===== src/rtl/spi_reg_bank.sv =====
// Register bank behind the SPI command decoder: write handshake FSM, control/status map,
// W1C interrupt status with mask, registered read mux.
module spi_reg_bank #(
  parameter logic [15:0] CTRL_RST = 16'h0000,
  parameter logic [15:0] ID_VAL   = 16'h5A01
) (
  input  logic         clk,
  input  logic         rst,
  input  logic         spi_req,
  output logic         spi_ack,
  input  logic [6:0]   spi_addr,
  input  logic [15:0]  reg_din,
  output logic [15:0]  reg_dout,
  output logic [127:0] ctrl_regs,
  output logic [7:0]   ctrl_wr,
  input  logic [255:0] sts_in,
  input  logic [15:0]  irq_set,
  output logic         irq
);

  typedef enum logic [1:0] {
    ST_IDLE,
    ST_ACK,
    ST_HOLD
  } state_t;

  state_t      state_reg, state_next;
  logic        commit;
  logic [7:0]  ctrl_sel;
  logic [7:0]  ctrl_wr_reg;
  logic [15:0] irq_stat_reg, irq_stat_next;
  logic [15:0] irq_mask_reg;
  logic [15:0] scratch_reg;
  logic [15:0] w1c_mask;
  logic        irq_reg;
  logic [15:0] rd_data;
  logic [15:0] reg_dout_reg;

  // ---------------- write handshake FSM ----------------
  always_ff @(posedge clk) begin
    if (rst) begin
      state_reg <= ST_IDLE;
    end else begin
      state_reg <= state_next;
    end
  end

  // The only commit point is IDLE with a request, so a held request cannot write twice.
  always_comb begin
    state_next = state_reg;
    commit     = 1'b0;
    case (state_reg)
      ST_IDLE: begin
        if (spi_req) begin
          commit     = 1'b1;
          state_next = ST_ACK;
        end
      end
      ST_ACK:  state_next = ST_HOLD;
      ST_HOLD: begin
        if (!spi_req) begin
          state_next = ST_IDLE;
        end
      end
      default: state_next = ST_IDLE;
    endcase
  end

  assign spi_ack = (state_reg == ST_ACK);

  // ---------------- control registers ----------------
  generate
    for (genvar gi = 0; gi < 8; gi++) begin : gen_ctrl
      logic [15:0] val_reg;

      assign ctrl_sel[gi] = commit && (spi_addr == 7'(gi));

      always_ff @(posedge clk) begin
        if (rst) begin
          val_reg <= CTRL_RST;
        end else if (ctrl_sel[gi]) begin
          val_reg <= reg_din;
        end
      end

      assign ctrl_regs[16*gi +: 16] = val_reg;
    end
  endgenerate

  // Strobe is registered from the commit, so it lands in the ACK cycle with the new value.
  always_ff @(posedge clk) begin
    if (rst) begin
      ctrl_wr_reg <= 8'h00;
    end else begin
      ctrl_wr_reg <= ctrl_sel;
    end
  end

  assign ctrl_wr = ctrl_wr_reg;

  // ---------------- interrupt, mask, scratch ----------------
  assign w1c_mask = (commit && (spi_addr == 7'h08)) ? reg_din : 16'h0000;

  // Set wins over clear on the same bit.
  assign irq_stat_next = (irq_stat_reg & ~w1c_mask) | irq_set;

  always_ff @(posedge clk) begin
    if (rst) begin
      irq_stat_reg <= 16'h0000;
      irq_mask_reg <= 16'h0000;
      scratch_reg  <= 16'h0000;
      irq_reg      <= 1'b0;
    end else begin
      irq_stat_reg <= irq_stat_next;
      if (commit && (spi_addr == 7'h09)) begin
        irq_mask_reg <= reg_din;
      end
      if (commit && (spi_addr == 7'h0A)) begin
        scratch_reg <= reg_din;
      end
      irq_reg <= |(irq_stat_reg & irq_mask_reg);
    end
  end

  assign irq = irq_reg;

  // ---------------- read path ----------------
  always_comb begin
    rd_data = 16'h0000;
    if (spi_addr[6:5] == 2'b00) begin
      if (spi_addr[4]) begin
        rd_data = sts_in[16*spi_addr[3:0] +: 16];
      end else begin
        case (spi_addr[3:0])
          4'h0, 4'h1, 4'h2, 4'h3,
          4'h4, 4'h5, 4'h6, 4'h7: rd_data = ctrl_regs[16*spi_addr[2:0] +: 16];
          4'h8:                   rd_data = irq_stat_reg;
          4'h9:                   rd_data = irq_mask_reg;
          4'hA:                   rd_data = scratch_reg;
          4'hF:                   rd_data = ID_VAL;
          default:                rd_data = 16'h0000;
        endcase
      end
    end
  end

  always_ff @(posedge clk) begin
    if (rst) begin
      reg_dout_reg <= 16'h0000;
    end else begin
      reg_dout_reg <= rd_data;
    end
  end

  assign reg_dout = reg_dout_reg;

endmodule


===== config.mk =====
export PLATFORM = sky130hd
export DESIGN_NAME = spi_reg_bank
export DESIGN_NICKNAME = d
export VERILOG_FILES = /design/src/rtl/spi_reg_bank.sv
export SDC_FILE = /design/constraint.sdc
export NUM_CORES = 1
export LEC_CHECK = 0
export CORE_AREA = 2 2 174 176
export DETAILED_ROUTE_END_ITERATION = 12
export DIE_AREA = 0 0 176 178
export PLACE_DENSITY = 0.67
export SYNTH_ARGS = -nofsm -noshare
export SYNTH_HDL_FRONTEND = slang
export SYNTH_SLANG_ARGS = --single-unit

===== constraint.sdc =====
create_clock -name clk -period 2.82 [get_ports clk]
set_input_delay 0.564 -clock clk [delete_from_list [all_inputs] [get_ports clk]]
set_output_delay 0.564 -clock clk [all_outputs]
set_load 0.01 [all_outputs]

==> results.py <==
metrics = {
    "outcome": {
        "run_status": "finished clean",
    },
    "die": {
        "rows": 63,
        "ios": 452,
        "start_util_pct": 35.8,
        "core_area_um2": 29400,
        "dieArea_um2": 31300,
        "die_h_um": 178,
        "die_x_um": 176,
    },
    "cells_and_area": {
        "largest_reg_flops": 128,
        "utilization_pct": 55.8,
        "mostFrequentLayoutCell": "clkdlybuf4s50_1",
        "final_cells": 1971,
        "drive_above_1_share_pct": 13.6,
        "most-common-layout-cells": "clkdlybuf4s50_1 (448), dfxtp_1 (203), nand2_1 (174)",
        "synthToLayoutAreaGrowth_pct": 56.1,
        "final_area_um2": 16400,
        "final_nets": 1857,
    },
    "worst_setup_path": {
        "critPathKind": "input pin to register",
        "critPathLaunch": "spi_addr[4]",
        "crit_path_end_kind": "register",
        "cp.arrival_ps": 2580,
        "required_ps": 3150,
        "start_kind": "input pin",
        "r2r-start": "state_reg[1]$_SDFFE_PP0P_",
        "r2r_setup_slack_ps": 760,
        "crit_fanout": 17,
    },
    "grt": {
        "antenna_found_initial": 9,
        "grt_max_degree": 104,
        "grt_pass1_wl_um": 71400,
        "grt_overflow": 0,
        "grt_usage_pct": 30.7,
        "grt_pass1_vias": 10663,
    },
    "clocking": {
        "cts_tree": "done",
        "cts.reportedPaths.clkPinSlew_ps": 60,
        "holdBufCountCts": 0,
        "cts_max_level": 1,
        "cts_resized": 0,
        "cts.sinks": 203,
        "cts-root-buf": "clkbuf_16",
        "insertion_delay_ps": 510,
        "clockBufferDepth": 3,
        "post_cts_buffers": 0,
        "cts-buffers-inserted": 23,
    },
    "sta": {
        "maxSlewHeadroom_pct": 22.2,
        "whs_ps": 457,
        "skew_ps": 9.41,
        "setup_slack_ps": 564,
        "post-route-period-util_pct": 80.0,
        "fmax_mhz": 443,
        "rsz0062_at_grt": "no",
        "finalSetupViolations": 0,
        "tns_ps": 0,
        "slew_viol_final": 0,
        "hold_violations": 0,
        "max_slew.worst_pin.slew_ps": 1170,
        "period_minus_slack_ps": 2260,
    },
    "logic_synthesis": {
        "synth_seq_cells": 203,
        "synth_fp_nets": 1427,
        "ys.flop_type": "dfxtp_1",
        "synthesis.area_um2": 10500,
        "yosysWarnings": 0,
        "synth.avg_cell_area_um2": 9.31,
        "synth_top_area_share_pct": 38.6,
        "synth.distinct_cells": 41,
        "synth_top_cell_by_area": "dfxtp_1",
        "synth_edf_count": 0,
        "synthCells": 1129,
        "synthArstFlopShare_pct": 0,
        "synthTopCellsByArea": "dfxtp_1 (39%), mux4_2 (19%), a21oi_1 (7.2%), nand3_1 (6.9%), nand2_1 (6.2%)",
        "yosysSeqAreaShare_pct": 38.6,
    },
    "placed_design": {
        "preCtsSetupSlack_ps": 87.8,
        "hpwl_um": 39100,
        "port-buffer-count": 451,
        "dp_cells": 1924,
        "globalplace.congestion": 0.922,
        "placed_cell_area_um2": 15700,
    },
    "power_and_ir_drop": {
        "power.total_mw": 6.86,
        "leakage_nw": 5.81,
        "power_density_nw_per_um2": 418,
        "peakVddDrop_v": 0.000351,
    },
    "routing": {
        "routed_wire_length_per_instance_um": 25.6,
        "drt_iter0_markers": 1257,
        "num_vias": 11056,
        "avgViaCountPerCell": 5.61,
        "ant_nets": 0,
        "routed_wl_um": 50400,
        "drc": 0,
        "first_pass_iters": 6,
    },
    "run": {
        "maxCapViolCount": 0,
    },
    "min_path": {
        "hp-class": "register to register",
        "hold_start": "scratch_reg[12]$_SDFFE_PP0P_",
    },
}
## report_power, final
| group | total [mW] | internal, mW | leakage (nW) | switching (mW) |
|---|---|---|---|---|
| Sequential | 2.93 | 2.90 | 1.64 | 0.0286 |
| Clock | 2.82 | 1.61 | 0.341 | 1.21 |
| Combinational | 1.11 | 0.645 | 3.83 | 0.467 |
| Total | 6.86 | 5.15 | 5.81 | 1.71 |
## layout make-up
| class | count | area, um2 |
|---|---|---|
| inverter | 5 | 18.8 |
| clock buffer | 34 | 657 |
| timing repair buffer | 525 | 5220 |
| multi-input combinational | 801 | 5900 |
| antenna | 6 | 15.0 |
| fill | 2572 | 13000 |
| sequential | 203 | 4060 |
| tap | 390 | 488 |
| clock inverter | 7 | 43.8 |
## worst paths after layout
kind | end | cells past startpoint
worst max-delay path | gen_ctrl[6].val_reg[7]$_SDFFE_PP0P_ | 8
worst min-delay path | scratch_reg[12]$_SDFFE_PP0P_ | 2
worst max register to register | gen_ctrl[6].val_reg[7]$_SDFFE_PP0P_ | 7
worst min register to register | scratch_reg[12]$_SDFFE_PP0P_ | 2
## routing by layer
| metal | vias up | part of all wire, % | track usage, % |
|---|---|---|---|
| li1 | 4994 | - | - |
| met1 | 5436 | 41 | 40.0 |
| met2 | 558 | 48 | 51.7 |
| met3 | 64 | 8.8 | 6.88 |
| met4 | 4 | 2.6 | 8.13 |
| met5 | - | 0.054 | 0 |
## critical path, stage by stage
cell,delay (ps)
clkdlybuf4s50_1,430
or3_1,600
nor3_4,340
buf_4,190
nand2_1,60
buf_4,220
nand2_1,90
a21oi_1,80
## synth_stat cells, drive strengths merged, types with 2 or more instances
library cell and count:
nand2b 6, nand2 174, mux2i 56, nand3 144, nor3 5, a21oi 152, o211ai 19, mux4 90
clkbuf 67, a22o 15, o22ai 4, a221oi 16, a31oi 2, nor2 67, inv 5, or4 2
or3 3, o31ai 3, buf 53, o21ai 14, dfxtp 203, or2 3, a211oi 3, a22oi 10
nor2b 3
## cells by family (layout without fill, tap and decap cells)
| family | Yosys count | after routing | synth area share (%) |
|---|---|---|---|
| and+or+nand+nor | 413 | 413 | 17.6 |
| buffers and inverters | 125 | 571 | 5.50 |
| DFF | 203 | 203 | 38.6 |
| muxes | 147 | 147 | 24.7 |
| AOI/OAI and AO/OA | 241 | 241 | 13.6 |
| other | 0 | 6 | 0 |
(Power assumes the default switching activity.)
